## src/rtl/mips_multicycle_ctrl_if.sv

```systemverilog
// mips_multicycle_ctrl_if: IR fields, status inputs and control outputs between controller and datapath
interface mips_multicycle_ctrl_if;
  logic [5:0] op;
  logic [5:0] funct;
  logic       zero;
  logic       memReady;
  logic       iorD;
  logic       irWrite;
  logic       pcEn;
  logic       memWrite;
  logic       regWrite;
  logic       regDst;
  logic       memToReg;
  logic       aluSrcA;
  logic [1:0] aluSrcB;
  logic [1:0] pcSrc;
  logic [3:0] aluControl;
  logic       branch;
  logic [3:0] state;
  logic       illegalOp;
  logic       memTimeout;
  modport master (
    input  op, funct, zero, memReady,
    output iorD, irWrite, pcEn, memWrite, regWrite, regDst, memToReg, aluSrcA,
           aluSrcB, pcSrc, aluControl, branch, state, illegalOp, memTimeout
  );
  modport slave (
    output op, funct, zero, memReady,
    input  iorD, irWrite, pcEn, memWrite, regWrite, regDst, memToReg, aluSrcA,
           aluSrcB, pcSrc, aluControl, branch, state, illegalOp, memTimeout
  );
endinterface

```

## src/rtl/mips_multicycle_ctrl.sv

```systemverilog
// mips_multicycle_ctrl: multicycle MIPS control FSM with memory-ready stalls, timeout and illegal-op halt
module mips_multicycle_ctrl #(
  parameter int TIMEOUT = 16
) (
  input logic                   i_clk,
  input logic                   i_reset,
  mips_multicycle_ctrl_if.master bus
);
  localparam logic [3:0] FETCH = 4'd0, DECODE = 4'd1, MEMADR = 4'd2, MEMRD = 4'd3,
                         MEMWB = 4'd4, MEMWR = 4'd5, EXEC = 4'd6, ALUWB = 4'd7,
                         BRANCH = 4'd8, ADDIEX = 4'd9, ADDIWB = 4'd10, JUMP = 4'd11,
                         HALT = 4'd15;
  localparam logic [3:0] ALU_AND = 4'b0000, ALU_OR = 4'b0001, ALU_ADD = 4'b0010,
                         ALU_SUB = 4'b0110, ALU_SLT = 4'b0111;
  logic [3:0] r_state, w_next, w_st;
  logic [7:0] r_wait, w_wait_next;
  logic       r_illegal, r_timeout, w_illegal_set, w_timeout_set;
  logic       w_wait_st, w_expire, w_rtype_ok, w_pc_write;
  logic [3:0] w_rtype_alu;
  assign w_rtype_ok = bus.funct inside {6'b100000, 6'b100010, 6'b100100, 6'b100101, 6'b101010};
  assign w_rtype_alu = bus.funct == 6'b100010 ? ALU_SUB :
                       bus.funct == 6'b100100 ? ALU_AND :
                       bus.funct == 6'b100101 ? ALU_OR  :
                       bus.funct == 6'b101010 ? ALU_SLT : ALU_ADD;
  assign w_wait_st = r_state inside {FETCH, MEMRD, MEMWR};
  // a ready in the final allowed wait cycle still advances normally
  assign w_expire = w_wait_st && !bus.memReady && r_wait == 8'(TIMEOUT - 1);
  assign w_wait_next = (w_wait_st && !bus.memReady && !w_expire) ? r_wait + 8'd1 : 8'd0;
  always_ff @(posedge i_clk) begin
    if (!i_reset) begin
      r_state   <= FETCH;
      r_wait    <= 8'd0;
      r_illegal <= 1'b0;
      r_timeout <= 1'b0;
    end else begin
      r_state   <= w_next;
      r_wait    <= w_wait_next;
      r_illegal <= r_illegal | w_illegal_set;
      r_timeout <= r_timeout | w_timeout_set;
    end
  end
  always_comb begin
    w_next = r_state;
    w_illegal_set = 1'b0;
    w_timeout_set = 1'b0;
    case (r_state)
      FETCH:  w_next = bus.memReady ? DECODE : FETCH;
      DECODE: begin
        case (bus.op)
          6'b100011, 6'b101011: w_next = MEMADR;
          6'b000000:            w_next = w_rtype_ok ? EXEC : HALT;
          6'b000100:            w_next = BRANCH;
          6'b001000:            w_next = ADDIEX;
          6'b000010:            w_next = JUMP;
          default:              w_next = HALT;
        endcase
        w_illegal_set = w_next == HALT;
      end
      MEMADR: w_next = bus.op[3] ? MEMWR : MEMRD;
      MEMRD:  w_next = bus.memReady ? MEMWB : MEMRD;
      MEMWR:  w_next = bus.memReady ? FETCH : MEMWR;
      EXEC:   w_next = ALUWB;
      ADDIEX: w_next = ADDIWB;
      MEMWB, ALUWB, ADDIWB, BRANCH, JUMP: w_next = FETCH;
      default: w_next = HALT;
    endcase
    if (w_expire) begin
      w_next = HALT;
      w_timeout_set = 1'b1;
    end
  end
  // while in reset, decode as HALT so every strobe and select reads 0
  assign w_st = i_reset ? r_state : HALT;
  always_comb begin
    w_pc_write = 1'b0;
    bus.iorD = 1'b0;
    bus.irWrite = 1'b0;
    bus.memWrite = 1'b0;
    bus.regWrite = 1'b0;
    bus.regDst = 1'b0;
    bus.memToReg = 1'b0;
    bus.aluSrcA = 1'b0;
    bus.aluSrcB = 2'b00;
    bus.pcSrc = 2'b00;
    bus.aluControl = ALU_AND;
    bus.branch = 1'b0;
    case (w_st)
      FETCH: begin
        bus.aluSrcB = 2'b01;
        bus.aluControl = ALU_ADD;
        bus.irWrite = bus.memReady;
        w_pc_write = bus.memReady;
      end
      DECODE: begin
        bus.aluSrcB = 2'b11;
        bus.aluControl = ALU_ADD;
      end
      MEMADR, ADDIEX: begin
        bus.aluSrcA = 1'b1;
        bus.aluSrcB = 2'b10;
        bus.aluControl = ALU_ADD;
      end
      MEMRD: bus.iorD = 1'b1;
      MEMWB: begin
        bus.regWrite = 1'b1;
        bus.memToReg = 1'b1;
      end
      MEMWR: begin
        bus.iorD = 1'b1;
        bus.memWrite = 1'b1;
      end
      EXEC: begin
        bus.aluSrcA = 1'b1;
        bus.aluControl = w_rtype_alu;
      end
      ALUWB: begin
        bus.regWrite = 1'b1;
        bus.regDst = 1'b1;
      end
      BRANCH: begin
        bus.aluSrcA = 1'b1;
        bus.aluControl = ALU_SUB;
        bus.branch = 1'b1;
        bus.pcSrc = 2'b01;
      end
      ADDIWB: bus.regWrite = 1'b1;
      JUMP: begin
        bus.pcSrc = 2'b10;
        w_pc_write = 1'b1;
      end
      default: ;
    endcase
    bus.pcEn = w_pc_write | (bus.branch & bus.zero);
  end
  assign bus.state = i_reset ? r_state : 4'd0;
  assign bus.illegalOp = i_reset & r_illegal;
  assign bus.memTimeout = i_reset & r_timeout;
endmodule

```

## src/flat_wrapper.sv

```systemverilog
// flat-port wrapper written by rule: the top's interface ports become plain ports
module mips_multicycle_ctrl_flat 
#(
  parameter int TIMEOUT = 16
)
  (i_clk, i_reset, bus_op, bus_funct, bus_zero, bus_memReady, bus_iorD, bus_irWrite, bus_pcEn, bus_memWrite, bus_regWrite, bus_regDst, bus_memToReg, bus_aluSrcA, bus_aluSrcB, bus_pcSrc, bus_aluControl, bus_branch, bus_state, bus_illegalOp, bus_memTimeout);
  mips_multicycle_ctrl_if bus_i ();
  input logic i_clk;
  input logic i_reset;
  input wire logic [$bits(bus_i.op)-1:0] bus_op;
  input wire logic [$bits(bus_i.funct)-1:0] bus_funct;
  input wire logic [$bits(bus_i.zero)-1:0] bus_zero;
  input wire logic [$bits(bus_i.memReady)-1:0] bus_memReady;
  output wire logic [$bits(bus_i.iorD)-1:0] bus_iorD;
  output wire logic [$bits(bus_i.irWrite)-1:0] bus_irWrite;
  output wire logic [$bits(bus_i.pcEn)-1:0] bus_pcEn;
  output wire logic [$bits(bus_i.memWrite)-1:0] bus_memWrite;
  output wire logic [$bits(bus_i.regWrite)-1:0] bus_regWrite;
  output wire logic [$bits(bus_i.regDst)-1:0] bus_regDst;
  output wire logic [$bits(bus_i.memToReg)-1:0] bus_memToReg;
  output wire logic [$bits(bus_i.aluSrcA)-1:0] bus_aluSrcA;
  output wire logic [$bits(bus_i.aluSrcB)-1:0] bus_aluSrcB;
  output wire logic [$bits(bus_i.pcSrc)-1:0] bus_pcSrc;
  output wire logic [$bits(bus_i.aluControl)-1:0] bus_aluControl;
  output wire logic [$bits(bus_i.branch)-1:0] bus_branch;
  output wire logic [$bits(bus_i.state)-1:0] bus_state;
  output wire logic [$bits(bus_i.illegalOp)-1:0] bus_illegalOp;
  output wire logic [$bits(bus_i.memTimeout)-1:0] bus_memTimeout;
  assign bus_i.op = bus_op;
  assign bus_i.funct = bus_funct;
  assign bus_i.zero = bus_zero;
  assign bus_i.memReady = bus_memReady;
  assign bus_iorD = bus_i.iorD;
  assign bus_irWrite = bus_i.irWrite;
  assign bus_pcEn = bus_i.pcEn;
  assign bus_memWrite = bus_i.memWrite;
  assign bus_regWrite = bus_i.regWrite;
  assign bus_regDst = bus_i.regDst;
  assign bus_memToReg = bus_i.memToReg;
  assign bus_aluSrcA = bus_i.aluSrcA;
  assign bus_aluSrcB = bus_i.aluSrcB;
  assign bus_pcSrc = bus_i.pcSrc;
  assign bus_aluControl = bus_i.aluControl;
  assign bus_branch = bus_i.branch;
  assign bus_state = bus_i.state;
  assign bus_illegalOp = bus_i.illegalOp;
  assign bus_memTimeout = bus_i.memTimeout;
  mips_multicycle_ctrl #(.TIMEOUT(TIMEOUT)) u_core (.i_clk(i_clk), .i_reset(i_reset), .bus(bus_i));
endmodule
```

## config.mk

```make
export PLATFORM = sky130hd
export DESIGN_NAME = mips_multicycle_ctrl_flat
export DESIGN_NICKNAME = d
export VERILOG_FILES = /design/src/rtl/mips_multicycle_ctrl_if.sv /design/src/rtl/mips_multicycle_ctrl.sv /design/src/flat_wrapper.sv
export SDC_FILE = /design/constraint.sdc
export NUM_CORES = 1
export LEC_CHECK = 0
export ABC_AREA = 1
export ABC_CLOCK_PERIOD_IN_PS = 1900
export BUFFER_PORTS_ARGS = -buffer_cell sky130_fd_sc_hd__buf_2
export CAP_MARGIN = 20
export CORE_MARGIN = 3
export CORE_UTILIZATION = 47
export CTS_BUF_LIST = sky130_fd_sc_hd__clkbuf_4 sky130_fd_sc_hd__clkbuf_8
export DETAILED_ROUTE_END_ITERATION = 10
export MAX_ROUTING_LAYER = met4
export PLACE_DENSITY = 0.86
export SYNTH_ARGS = -nofsm -noshare
export SYNTH_HDL_FRONTEND = slang
export SYNTH_SLANG_ARGS = --single-unit
```

## constraint.sdc

```tcl
create_clock -name i_clk -period 1.9 [get_ports i_clk]
set_clock_uncertainty 0.15 [all_clocks]
set_input_delay 0.19 -clock i_clk [delete_from_list [all_inputs] [get_ports i_clk]]
set_output_delay 0.19 -clock i_clk [all_outputs]
set_load 0.05 [all_outputs]
```

Yosys cells after proc, flatten, opt, wreduce, memory -nomap -nowiden
Index checks and enable logic that the tools add are counted.
{"block": "op_classes", "n_mux": 29, "div_mod_pow": 0, "n_eq_ne": 34, "bitwise": 6, "add_sub_neg": 1, "shift": 0, "magnitude_cmp": 0, "reduce_logical": 18, "n_mul": 0}
{"operator": "$eq A6 B6 Y1 const B", "count": 7}
{"operator": "$eq A4 B4 Y1 const B", "count": 9}
{"operator": "$eq A4 B3 Y1 const B", "count": 8}
{"operator": "$mux W4", "count": 8}
{"operator": "$pmux W4 S8", "count": 1}
{"operator": "$pmux W4 S5", "count": 1}
{"operator": "$eq A4 B2 Y1 const B", "count": 4}
{"operator": "$mux W3", "count": 4}
{"operator": "$pmux W4 S3", "count": 1}
{"operator": "$mux W1", "count": 11}
{"operator": "$add A8 B1 Y8 const B", "count": 1}
{"operator": "$eq A4 B1 Y1 const B", "count": 2}
{"operator": "$eq A8 B4 Y1 const B", "count": 1}
{"operator": "$logic_not A4 Y1", "count": 2}
{"operator": "$reduce_or A4 Y1", "count": 2}
{"operator": "$eq A6 B2 Y1 const B", "count": 1}
{"operator": "$eq A6 B3 Y1 const B", "count": 1}
{"operator": "$eq A6 B4 Y1 const B", "count": 1}
{"operator": "$logic_not A6 Y1", "count": 1}
{"operator": "$pmux W2 S3", "count": 1}
{"operator": "$reduce_or A2 Y1", "count": 3}
{"operator": "$reduce_bool A5 Y1", "count": 1}
{"operator": "$reduce_or A5 Y1", "count": 1}
{"operator": "$pmux W2 S2", "count": 1}
{"operator": "other kinds (8)", "count": 15}
{"block": "totals", "ram_bits": 0, "mem_bits_ro": 0, "out_inout_bits": 23, "regBits": 14, "memories": 0, "elab_cells": 92, "in_bits": 16, "latch_bits": 0}

Longest topological paths before layout
{"block": "logic_depth", "word_depth": 8, "mapped_depth": 10, "mapped_depth_nobuf": 10}

Least setup slack after synthesis
Ideal clock, no wire load.
{"block": "synth_path", "kind": "register to output", "startpoint": "register u_core.r_state[3]", "endpoint": "output port bus_pcEn", "arrival_ps": 2186, "stages_incl_launch_ff": 5, "setup_slack_ps": -626, "path_buffers": 0, "t_required_ps": 1560, "path_cell_list": "dfxtp_1 nor2_4 nand2_1 nor3_1 a211o_1"}
{"block": "synth_between", "elab_chain_len": 5, "word_cells_on_any_way": 8, "classes_between": "2 x eq/ne; 3 x mux; 2 x bitwise; 1 x reduce/logical"}
{"element": "from (decl)", "line_no": "mips_multicycle_ctrl.sv:15", "source": "logic [3:0] r_state, w_next, w_st;"}
{"element": "from (signal assigned)", "line_no": "mips_multicycle_ctrl.sv:36", "source": "r_state <= w_next;"}
{"element": "$mux W4 *", "line_no": "mips_multicycle_ctrl.sv:73", "source": "assign w_st = i_reset ? r_state : HALT;"}
{"element": "$eq A4 B4 Y1", "line_no": "mips_multicycle_ctrl.sv:87", "source": "case (w_st)"}
{"element": "$mux W1", "line_no": "mips_multicycle_ctrl.sv:87"}
{"element": "$and A1 B1 Y1", "line_no": "mips_multicycle_ctrl.sv:133", "source": "bus.pcEn = w_pc_write | (bus.branch & bus.zero);"}
{"element": "$or A1 B1 Y1 *", "line_no": "mips_multicycle_ctrl.sv:133"}
{"element": "to (decl)", "line_no": "flat_wrapper.sv:16", "source": "output wire logic [$bits(bus_i.pcEn)-1:0] bus_pcEn;"}
Every way passes the cells marked *; elsewhere a longest branch is shown, timed or not.

Worst setup path after layout
{"block": "layout_path", "startpoint": "register u_core.r_state[1]", "endpoint": "output port bus_aluControl[1]"}
{"block": "layout_between", "elab_chain_len": 4, "word_cells_on_any_way": 9, "classes_between": "5 x eq/ne; 2 x mux; 2 x reduce/logical"}
{"element": "$mux W4 *", "line_no": "mips_multicycle_ctrl.sv:73"}
{"element": "$eq A4 B1 Y1 (tied with other cells)", "line_no": "mips_multicycle_ctrl.sv:87"}
{"element": "$reduce_or A4 Y1 (no source line)"}
{"element": "$pmux W4 S3 *", "line_no": "mips_multicycle_ctrl.sv:87"}
{"element": "to (decl)", "line_no": "flat_wrapper.sv:24", "source": "output wire logic [$bits(bus_i.aluControl)-1:0] bus_aluControl;"}
Marks and branches as above.

==> impl_metrics.tcl <==
set metrics [dict create \
    wl_per_cell_um 11.3 \
    cts_tree "built" \
    avgSynthCellArea_um2 5.83 \
    die_w_um 54.4 \
    clock-sinks 14 \
    root_buffer "clkbuf_4" \
    synth_flop_cell "dfxtp_1" \
    power.density_nw_per_um2 1380 \
    slowest_delay_ns 0.36 \
    dieHeight_um 54.4 \
    vias 1315 \
    clkLatencyLatePin_ns 0.28 \
    grt_usage 0.216 \
    drt-vias-per-instance 5.08 \
    async_reset_ff_frac 0 \
    drive_above_1_share 0.358 \
    initial_core_util 0.529 \
    ant_nets 0 \
    met1_usage 0.273 \
    end_kind "output port" \
    startpoint_type "flop" \
    coreArea_um2 2080 \
    antenna_found_initial 0 \
    cp_top_family "buffers and inverters" \
    cp_slowest_cell "dfxtp_2" \
    io_pins 39 \
    rows 16 \
    dieArea_um2 2960 \
    cap_violations 0 \
    synth_common_cells "nor2_1, inv_1, nand2_1" \
    hold_buffers 0 \
    syn_inst 189 \
    synth.distinct_cells 27 \
    fmax_mhz 536 \
    setup_violations 0 \
    worstPathRequired_ns 1.56 \
    crit_arrival_ns 1.53 \
    hp-class "input pin to flop" \
    ir_drop_v 0.000828 \
    grt_setup_unrepaired "true" \
    fin_util 0.705 \
    wirelength_um 2920 \
    crit_chain "buf_4, nor2_4, inv_2, o21ai_2, a21oi_1, nand2_1, buf_6" \
    grt_util_met3 0.0381 \
    dr.first_iter.drc_count 57 \
    yosysSeqAreaShare 0.255 \
    period_minus_slack_ns 1.87 \
    grt_max_degree 10 \
    whs_ns 0.0665 \
    drv_slew 0 \
    status "completed" \
    finalHoldViolCount 0 \
    htree_levels 1 \
    synth_area_leader_cell "dfxtp_1" \
    drc 0 \
    synth-seq-cells 14 \
    leakage_nw 0.804 \
    dr.pass1.iters 4 \
    criticalPathCategory "flop to output port" \
    top_usage_layer "met2" \
    final_nets 250 \
    synth_top_area_share 0.255 \
    cts-buffers-inserted 3 \
    critPathBufInv 3 \
    path_clk_slew_ns 0.08 \
    routabilityCongestion 0.933 \
    grt.overflow.total 0 \
    yosysWarningCount 0 \
    synth_area_leaders "dfxtp_1, nor2_1, inv_1" \
    yosysMostFrequentCell "nor2_1" \
    clockBufferDepth 2 \
    diodes 0 \
    syn_nets 206 \
    grt_pass1_vias 1110 \
    area.growth.synth_to_final_pct 33.3 \
    synth_edf_count 0 \
    use_met2 0.353 \
    crit_fanout 5 \
    io_buffer_count 37 \
    grt_pass1_wl_um 4530 \
    netlist_area_um2 1100 \
    finalCritPeriodShare 0.982 \
    dp.final_hpwl_um 2210 \
]
==> power by group <==
group | internal (mW) | switching (mW) | total [mW]
logic | 0.406 | 0.954 | 1.36
registers | 0.368 | 0.0871 | 0.455
clock network | 0.117 | 0.0974 | 0.214
==> worst register-to-register path: stages (launching register included) <==
cell     delay, ns
dfxtp_1       0.37
ha_1          0.20
nand3_1       0.15
nor2_1        0.20
nand3_2       0.13
nand2_2       0.10
inv_2         0.03
nand3_1       0.05
nand2_1       0.05
inv_1         0.05
==> kinds of logic after synthesis <==
logic type | share of synthesized area
simple gates | 0.448
buf+inv | 0.150
compound gates | 0.109
flops | 0.255
xor+xnor | 0.0239
fa+ha+maj | 0.0114
other cells | 0.00341
==> per-stage QoR <==
stage	instances	TNS [ns]	cell area [um2]	total power, mW	worst slack, ns
after detailed placement	254	0	1360	1.65	0.153
after CTS	258	0	1420	1.91	0.00637
final	259	0	1470	2.03	0.0348
after global placement	254	0	1360	1.63	0.180
after global routing	259	-0.0500	1470	2.15	-0.0335
after floorplan	189	-0.456	1130	1.38	-0.230
==> registers in the layout, summed over array words and instances (netlist names) <==
register	flops
u_core.r_timeout	1
u_core.r_state	4
u_core.r_wait	8
u_core.r_illegal	1
==> final timing paths <==
path	start	to	slack [ns]	cells after the start
hold / removal	i_reset	u_core.r_state[3]$_SDFF_PN0_	0.07	3
setup reg to reg	u_core.r_wait[0]$_SDFF_PN0_	u_core.r_state[3]$_SDFF_PN0_	0.38	9
setup / recovery	u_core.r_state[1]$_SDFF_PN0_	bus_aluControl[1]	0.03	7
hold reg to reg	u_core.r_illegal$_SDFF_PN0_	u_core.r_illegal$_SDFF_PN0_	0.32	2
==> final cells by class <==
type,instances,area [um2]
Tap cell,27,33.8
Multi-Input combinational cell,133,706
Inverter,40,150
Clock buffer,4,36.3
Sequential cell,14,290
Fill cell,194,614
Timing Repair Buffer,41,251
==> per-layer routing <==
metal,vias to the layer above,share of wire
met5,-,0
met4,0,0.015
met1,577,0.43
li1,675,-
met2,56,0.49
met3,7,0.070
==> cell usage in the layout (no fill, tap or decap), types with 2 or more instances in the layout <==
cell type	n
nand2_2	4
nand2_1	31
buf_4	6
nor2_4	5
nand3_1	15
clkbuf_4	3
nand3_2	4
a21oi_1	9
o21ai_0	5
dfxtp_2	2
inv_2	9
buf_2	30
xnor2_1	2
inv_1	30
nor2_2	5
dfxtp_1	10
o21ai_1	2
buf_6	5
dfxtp_4	2
nor3_2	2
nand4_1	2
nor2_1	36
==> what timing repair did <==
action | 4_1_cts | 5_1_grt
pin swaps | 0 | 3
buffers inserted | 0 | 1
resized for setup | 12 | 14
endpoints found under the setup margin | 7 | 11
(Power assumes the default switching activity.)
